--- src/rtl/rsa_word_loader_pkg.sv ---
// Shared RSA definitions: field widths, the RSAModIn record and the loader state encoding.
package rsa_word_loader_pkg;

  localparam int MOD_WIDTH     = 256;
  localparam int WORD_WIDTH    = 32;
  localparam int WORDS_PER_KEY = MOD_WIDTH / WORD_WIDTH;
  localparam int CNT_W         = $clog2(WORDS_PER_KEY);

  typedef logic [WORD_WIDTH-1:0] WordType;
  typedef logic [MOD_WIDTH-1:0]  KeyType;

  typedef struct packed {
    KeyType msg;
    KeyType key;
    KeyType modulus;
  } RSAModIn;

  // Legacy-compatible state encoding of LoaderState
  typedef logic [1:0] LoaderState;
  localparam LoaderState S_MSG = 2'd0;
  localparam LoaderState S_KEY = 2'd1;
  localparam LoaderState S_MOD = 2'd2;
  localparam LoaderState S_OUT = 2'd3;

endpackage

--- src/rtl/rsa_word_loader_if.sv ---
// Word-stream input and record-output handshakes of the RSA word loader.
interface rsa_word_loader_if;
  import rsa_word_loader_pkg::*;

  logic    i_valid;
  logic    i_ready;
  WordType i_word;
  logic    i_last;
  logic    o_valid;
  logic    o_ready;
  RSAModIn o_out;
  logic    o_err;

  modport master (
    output i_valid, i_word, i_last, o_ready,
    input  i_ready, o_valid, o_out, o_err
  );

  modport slave (
    input  i_valid, i_word, i_last, o_ready,
    output i_ready, o_valid, o_out, o_err
  );

endinterface

--- src/rtl/rsa_word_loader_counter.sv ---
// Word index within a field; wrap flags the transfer of the last word of a field.
module rsa_word_counter
  import rsa_word_loader_pkg::*;
(
  input  logic             clk,
  input  logic             rst,
  input  logic             clear,
  input  logic             en,
  output logic [CNT_W-1:0] count,
  output logic             wrap
);

  localparam logic [CNT_W-1:0] MAX_COUNT = CNT_W'(WORDS_PER_KEY - 1);

  assign wrap = en && (count == MAX_COUNT);

  // Clear wins over enable so a discarded word never advances the index
  always_ff @(posedge clk) begin
    if (rst || clear) begin
      count <= '0;
    end else if (wrap) begin
      count <= '0;
    end else if (en) begin
      count <= count + 1'b1;
    end
  end

endmodule

--- src/rtl/rsa_word_loader.sv ---
// Deserialises a framed 32-bit word stream into one RSAModIn record and holds it
// until the RSA top accepts it; malformed frames are dropped with an o_err pulse.
module rsa_word_loader
  import rsa_word_loader_pkg::*;
(
  input  logic               clk,
  input  logic               rst,
  rsa_word_loader_if.slave   bus
);

  LoaderState       state;
  RSAModIn          rec;
  logic [CNT_W-1:0] cnt;
  logic             wrap;
  logic             loading;
  logic             xfer;
  logic             last_word;
  logic             frame_err;
  logic             err_q;

  // Ready and valid come straight from the state register, so there is no
  // combinational path between the two handshakes.
  assign loading     = (state != S_OUT);
  assign xfer        = bus.i_valid && loading;
  assign last_word   = (state == S_MOD) && (cnt == CNT_W'(WORDS_PER_KEY - 1));
  assign frame_err   = xfer && (bus.i_last != last_word);

  assign bus.i_ready = loading;
  assign bus.o_valid = (state == S_OUT);
  assign bus.o_out   = rec;
  assign bus.o_err   = err_q;

  rsa_word_counter u_counter (
    .clk   (clk),
    .rst   (rst),
    .clear (frame_err || ((state == S_OUT) && bus.o_ready)),
    .en    (xfer),
    .count (cnt),
    .wrap  (wrap)
  );

  always_ff @(posedge clk) begin
    if (rst) begin
      state <= S_MSG;
      rec   <= '0;
      err_q <= 1'b0;
    end else begin
      err_q <= frame_err;
      case (state)
        S_MSG, S_KEY, S_MOD: begin
          if (xfer) begin
            case (state)
              S_MSG:   rec.msg[cnt*WORD_WIDTH +: WORD_WIDTH]     <= bus.i_word;
              S_KEY:   rec.key[cnt*WORD_WIDTH +: WORD_WIDTH]     <= bus.i_word;
              default: rec.modulus[cnt*WORD_WIDTH +: WORD_WIDTH] <= bus.i_word;
            endcase
            if (frame_err) begin
              state <= S_MSG;
            end else if (wrap) begin
              state <= (state == S_MSG) ? S_KEY :
                       (state == S_KEY) ? S_MOD : S_OUT;
            end
          end
        end
        S_OUT: begin
          if (bus.o_ready) begin
            state <= S_MSG;
          end
        end
        default: state <= S_MSG;
      endcase
    end
  end

endmodule
--- src/flat_wrapper.sv ---
// flat-port wrapper written by rule: the top's interface ports become plain ports
module rsa_word_loader_flat import rsa_word_loader_pkg::*;
  (clk, rst, bus_i_valid, bus_i_word, bus_i_last, bus_o_ready, bus_i_ready, bus_o_valid, bus_o_out, bus_o_err);
  rsa_word_loader_if bus_i ();
  input  logic clk;
  input  logic rst;
  input wire logic [$bits(bus_i.i_valid)-1:0] bus_i_valid;
  input wire logic [$bits(bus_i.i_word)-1:0] bus_i_word;
  input wire logic [$bits(bus_i.i_last)-1:0] bus_i_last;
  input wire logic [$bits(bus_i.o_ready)-1:0] bus_o_ready;
  output wire logic [$bits(bus_i.i_ready)-1:0] bus_i_ready;
  output wire logic [$bits(bus_i.o_valid)-1:0] bus_o_valid;
  output wire logic [$bits(bus_i.o_out)-1:0] bus_o_out;
  output wire logic [$bits(bus_i.o_err)-1:0] bus_o_err;
  assign bus_i.i_valid = bus_i_valid;
  assign bus_i.i_word = bus_i_word;
  assign bus_i.i_last = bus_i_last;
  assign bus_i.o_ready = bus_o_ready;
  assign bus_i_ready = bus_i.i_ready;
  assign bus_o_valid = bus_i.o_valid;
  assign bus_o_out = bus_i.o_out;
  assign bus_o_err = bus_i.o_err;
  rsa_word_loader u_core (.clk(clk), .rst(rst), .bus(bus_i));
endmodule
--- config.mk ---
export PLATFORM = sky130hd
export DESIGN_NAME = rsa_word_loader_flat
export DESIGN_NICKNAME = d
export VERILOG_FILES = /design/src/rtl/rsa_word_loader_pkg.sv /design/src/rtl/rsa_word_loader_if.sv /design/src/rtl/rsa_word_loader_counter.sv /design/src/rtl/rsa_word_loader.sv /design/src/flat_wrapper.sv
export SDC_FILE = /design/constraint.sdc
export NUM_CORES = 2
export LEC_CHECK = 0
export CAP_MARGIN = 10
export CORE_UTILIZATION = 32
export CTS_BUF_LIST = sky130_fd_sc_hd__clkbuf_4
export CTS_CLUSTER_SIZE = 30
export DETAILED_ROUTE_END_ITERATION = 10
export MAX_ROUTING_LAYER = met4
export PLACE_DENSITY_LB_ADDON = 0.1
export SYNTH_ARGS = -nofsm -noshare
export SYNTH_HDL_FRONTEND = slang
export SYNTH_SLANG_ARGS = --single-unit
--- constraint.sdc ---
create_clock -name clk -period 3.38 [get_ports clk]
set_input_delay 0.845 -clock clk [delete_from_list [all_inputs] [get_ports clk]]
set_output_delay 0.845 -clock clk [all_outputs]
set_load 0.05 [all_outputs]
# ---- After elaboration in Yosys (flattened, before gate mapping)
# Index checks and enable logic that the tools add are counted.
dict set report totals {
  inputBits 37
  reg_bits 774
  out_inout_bits 771
}
dict set report op_classes {
  n_shift 2
  n_mux 10
  reduce_logical 15
  addsub 2
  n_eq_ne 9
  bitwise_logic 1
}
# operator n
set ops {}
lappend ops {{$bwmux 256} 3}
lappend ops {{$shift 32x34->256 const A} 1}
lappend ops {{$shiftx 32x34->256} 1}
lappend ops {{$neg 8->34} 1}
lappend ops {{$reduce_and 3->1} 4}
lappend ops {{$mux 2} 5}
lappend ops {{$ne 2x2->1 const B} 3}
lappend ops {{$logic_and 1x1->1} 5}
lappend ops {{$eq 2x2->1 const B} 2}
lappend ops {{$pmux 2 s2} 1}
lappend ops {{$reduce_or 2->1} 2}
lappend ops {{$add 3x1->3 const B} 1}
lappend ops {{$eq 3x3->1 const B} 1}
lappend ops {{$ne 3x2->1 const B} 1}
lappend ops {{$reduce_or 3->1} 1}
lappend ops {{$eq 2x1->1 const B} 1}
lappend ops {{$logic_not 2->1} 1}
lappend ops {{$logic_or 1x1->1} 2}
lappend ops {{$mux 1} 1}
lappend ops {{$ne 1x1->1} 1}
lappend ops {{$not 1->1} 1}

# ---- Depth between registers and ports, before layout
dict set report logic_depth {
  ltp_word 7
  mapped_depth 12
  ltp_nobuf 6
}

# ---- By module
# A second synthesis with hierarchy kept.
dict set report hier_totals {
  cells_unflattened 3169
  area_unflattened_um2 30052.6
}
# module instances seq_area_each_um2 cells_per_inst area_per_inst_um2
set modules_own_cells {}
lappend modules_own_cells {rsa_word_loader 1 15434.8 3153 29893.7}
lappend modules_own_cells {rsa_word_counter 1 60.1 16 158.9}

# ---- Worst setup path after synthesis
# No wires, ideal clock.
dict set report synth_path {
  path_type {reg-to-reg}
  start {reg u_core.u_counter.count[0]}
  end {reg u_core.rec (netlist bit u_core.bus.o_out[480])}
  required_ns 3.248
  path_buffers 6
  setup_slack_ns 0.719
  arrival_time_ns 2.529
  synth_period_minus_slack_ns 2.661
  path_stages_with_launch 13
  path_cell_list {dfxtp_1 -> buf_2 -> buf_2 -> inv_1 -> ha_1 -> ha_1 -> buf_4 -> or4b_1 -> buf_2 -> buf_6 -> clkbuf_2 -> o21ai_0 -> a21oi_1}
}
dict set report synth_between {
  elab_chain_len 3
}
# element line
set synth_lines {}
lappend synth_lines {{start: declaration} rsa_word_loader_counter.sv:9} ;# output logic [CNT_W-1:0] count,
lappend synth_lines {{start signal: assignment} rsa_word_loader_counter.sv:24} ;# count <= count + 1'b1;
lappend synth_lines {{$neg 8->34 *} rsa_word_loader.sv:54} ;# S_KEY: rec.key[cnt*WORD_WIDTH +: WORD_WIDTH] <= bus.i_word;
lappend synth_lines {{$shiftx 32x34->256 / $shift 32x34->256 (equally long branches)} rsa_word_loader.sv:54}
lappend synth_lines {{$bwmux 256 *} rsa_word_loader.sv:54}
lappend synth_lines {{end: declaration} rsa_word_loader.sv:12} ;# RSAModIn rec;
# Mark *: on every way between the ends. The rest lies on a longest branch, timed or not.
# A chain may end at the register's enable or synchronous reset.

# ---- Worst setup path after layout
dict set report layout_path {
  start {reg u_core.rec (netlist bit u_core.bus.o_out[673])}
  end {out bus_o_out[673]}
}
# element line
set layout_lines {}
lappend layout_lines {{end: declaration} flat_wrapper.sv:13} ;# output wire logic [$bits(bus_i.o_out)-1:0] bus_o_out;
# No word-level cell between the ends.

==> results.md <==
- Rel. slew slack: 28.3%
- Hold Crit Start: rst
- I/O pin cnt: 808
- Syn Area/Cell: 10.2 sq um
- Clk pin slew, worst setup/hold paths: 0.07 ns
- Worst Path Buf+Inv: 1
- Vias in the first global route: 24,924
- RR Startpoint: u_core.u_counter.count[1]
- DRT met1 WL: 54,600 um
- Pint: 0.0138 W
- Switch Pwr: 0.00471 W
- Slew @ Worst Pin: 1.08 ns
- CTS tree: done
- Die H: 312 um
- Clock Power Share: 45.4%
- Critical-path cell list: clkdlybuf4s50_1
- Core area: 95,200 sq um
- EDFF count, synth: 0
- Status: finished clean
- Type of origin of the critical path: flop
- Top cell type's share of synthesized area: 50.3%
- Dominant synthesized flop cell: dfxtp_1
- Worst VDD drop: 0.249 mV
- Drt wl/cell: 24.7 um
- Count leader, synth: dfxtp_1
- NumNets Final: 3,884
- Row cnt: 113
- Synth top area cells: dfxtp_1 50%, mux2i_1 19%, nand2b_1 12%
- Crit path from: u_core.bus.o_out[673]
- Flop pwr share: 49.5%
- CTS Buf Count: 212
- Fillers: 9,277
- Final ANT Viol Nets: 0
- Drt via density: 4.84
- Clk sinks: 774
- Worst EP required: 2.53 ns
- Final HPWL DP: 87,900 um
- Synth async-reset ratio: 0%
- Yosys reg bits: 774
- Top metal layer carrying routed signals: met4
- Post-synthesis cell area: 30,800 sq um
- Delay-heaviest family, CP: buffers and inverters
- GRT overflow: 0
- HP Class: primary input to flop
- RePlAce Congestion: 0.819
- Synth area leader: dfxtp_1
- Fin Clk Skew: 0.0653 ns
- Router iterations before antenna repair: 5
- # H-tree levels: 4
- Seq/Total Area, Yosys: 50.3%
- Clk root buf: clkbuf_4
- Leak: 17.4 nW
- Net count after synthesis: 3,072
- CP max-delay cell: clkdlybuf4s50_1
- Highest clock rate: 313 MHz
- Arr. time, crit path: 2.35 ns
- Clock tree buffer depth: 3
- Port bufs: 807
- DR vias: 25,439
- Final Hold Vio Count: 0
- Initial antenna violation count: 21
- RSZ-0062 raised after global routing: no
- Placed instance area: 39,900 sq um
- TNS Setup: 0 ns
- Synth Instances: 3,030
- Logic pwr share: 5.1%
- Met3 WL: 10,100 um
- CP endpoint kind: output port
- Die area: 97,500 sq um
- WS Path Type: flop to output port
- Layout cells sized above 1: 11.3%
- Number of slew-limit violations in the final report: 0
- GRT Util Overall: 26.5%
- WHS: 0.297 ns
- DR iter-0 viols: 1,568
- First-pass GRT wire length: 183,000 um
- Max_cap viols: 0
- Final core utilization: 44.7%
- Detail Route met2 WL: 61,400 um
- YS warnings: 0
- Pwr Density: 436 nW/um^2
- Switching share of power: 25.5%
- Starting density of the core: 32.4%
- Worst skew pair latency: 1.11 ns
- DRC viols: 0
- Crit-path max cell delay: 0.90 ns
- Fin area: 42,500 sq um
- Layout area overhead: 38.0%
- Die Width: 312 um
- CP Max Fanout: 2
- Drt total wl: 130,000 um
- Synth cell count leaders: 774 x dfxtp_1, 611 x nand2b_1, 577 x mux2i_1, 195 x a21oi_1, 195 x nand3_1
- Final setup viols: 0
- Fin crit period: 3.20 ns
- Post-synth cell types: 50
- Final period util: 94.6%
- Pin count of the biggest net entering global routing: 200
## state kept, by name, summed over array words and instances, names as in the netlist
register                count
u_core.bus.o_out          768
u_core.u_counter.count      3
u_core.state                2
u_core.bus.o_err            1
## final timing paths
check                     endpoint  slack [ns]  depth (start not counted)
min            u_core.bus.o_out[1]        0.30                          3
min reg2reg  u_core.bus.o_out[562]        0.47                          2
max                 bus_o_out[673]        0.18                          1
max reg2reg  u_core.bus.o_out[433]        0.39                          6
## routing by layer
metal	global-route usage, %	vias up
met5	-	-
met4	9.02	0
met3	8.01	191
met2	41.8	955
met1	31.8	12293
li1	-	12000
## cells in the final DEF (no fill, tap or decap), types with 2 or more instances in the layout
master and count:
dfxtp_2 3, clkdlybuf4s50_1 802, mux2i_1 577, or4b_2 2
dlygate4sd2_1 3, inv_1 5, nand3_1 194, clkbuf_4 320
inv_2 5, nand3_4 3, nand3_2 2, o21ai_0 182
clkinv_1 24, nand4_4 9, nor4b_4 3, diode_2 6
o21ai_1 14, clkinv_4 5, or2_2 2, nand2_1 95
ha_1 5, buf_12 13, and3b_2 2, nand2b_1 611
buf_4 67, and3b_1 32, dfxtp_1 771, nor3_4 3
a21oi_1 195, nand3b_1 3, nor2_1 3, and2b_1 2
a21o_1 2
## cell type report
class / instances / area, sq um / area share (%)
Antenna cell: 6 / 15.0 / 0.0353
Clock buffer: 320 / 2400 / 5.65
Tap cell: 1265 / 1580 / 3.72
Sequential cell: 774 / 15500 / 36.5
Multi-Input combinational cell: 1962 / 13900 / 32.8
Inverter: 5 / 18.8 / 0.0442
Timing Repair Buffer: 887 / 8840 / 20.8
Clock inverter: 36 / 190 / 0.448
## logic make-up after synthesis
family | count (synthesis) | share of synthesized area, %
muxes | 577 | 18.7
buffers and inverters | 294 | 4.74
xor gates and xnor gates | 2 | 0.0569
AOI/OAI and AO/OA | 398 | 6.52
adders and majority gates | 5 | 0.203
and+or+nand+nor | 980 | 19.4
DFF | 774 | 50.3
## power groups by stage
stage               Combinational (W)  Clock (W)  Sequential (W)
global route                 0.000979    0.00919         0.00916
floorplan                    0.000417          0         0.00948
detailed placement           0.000951          0         0.00937
finish                       0.000939    0.00840         0.00917
global placement             0.000953          0         0.00937
CTS                          0.000953    0.00869         0.00917
## through the flow
step           power [W]  cells  setup slack [ns]
2_1_floorplan    0.00990   3030             0.719
3_3_place_gp      0.0103   4893             0.358
3_5_place_dp      0.0103   4893             0.297
4_1_cts           0.0188   5249            0.0122
5_1_grt           0.0193   5254            0.0226
6_report          0.0185   5255             0.183
## what timing repair did
action | 4_1_cts | 5_1_grt
pin swaps | 0 | 0
gates resized for setup | 7 | 1
hold buffers | 0 | 0
setup endpoints to repair | 4 | 1
buffers inserted | 0 | 0
Power figures use the tool's default switching activity.
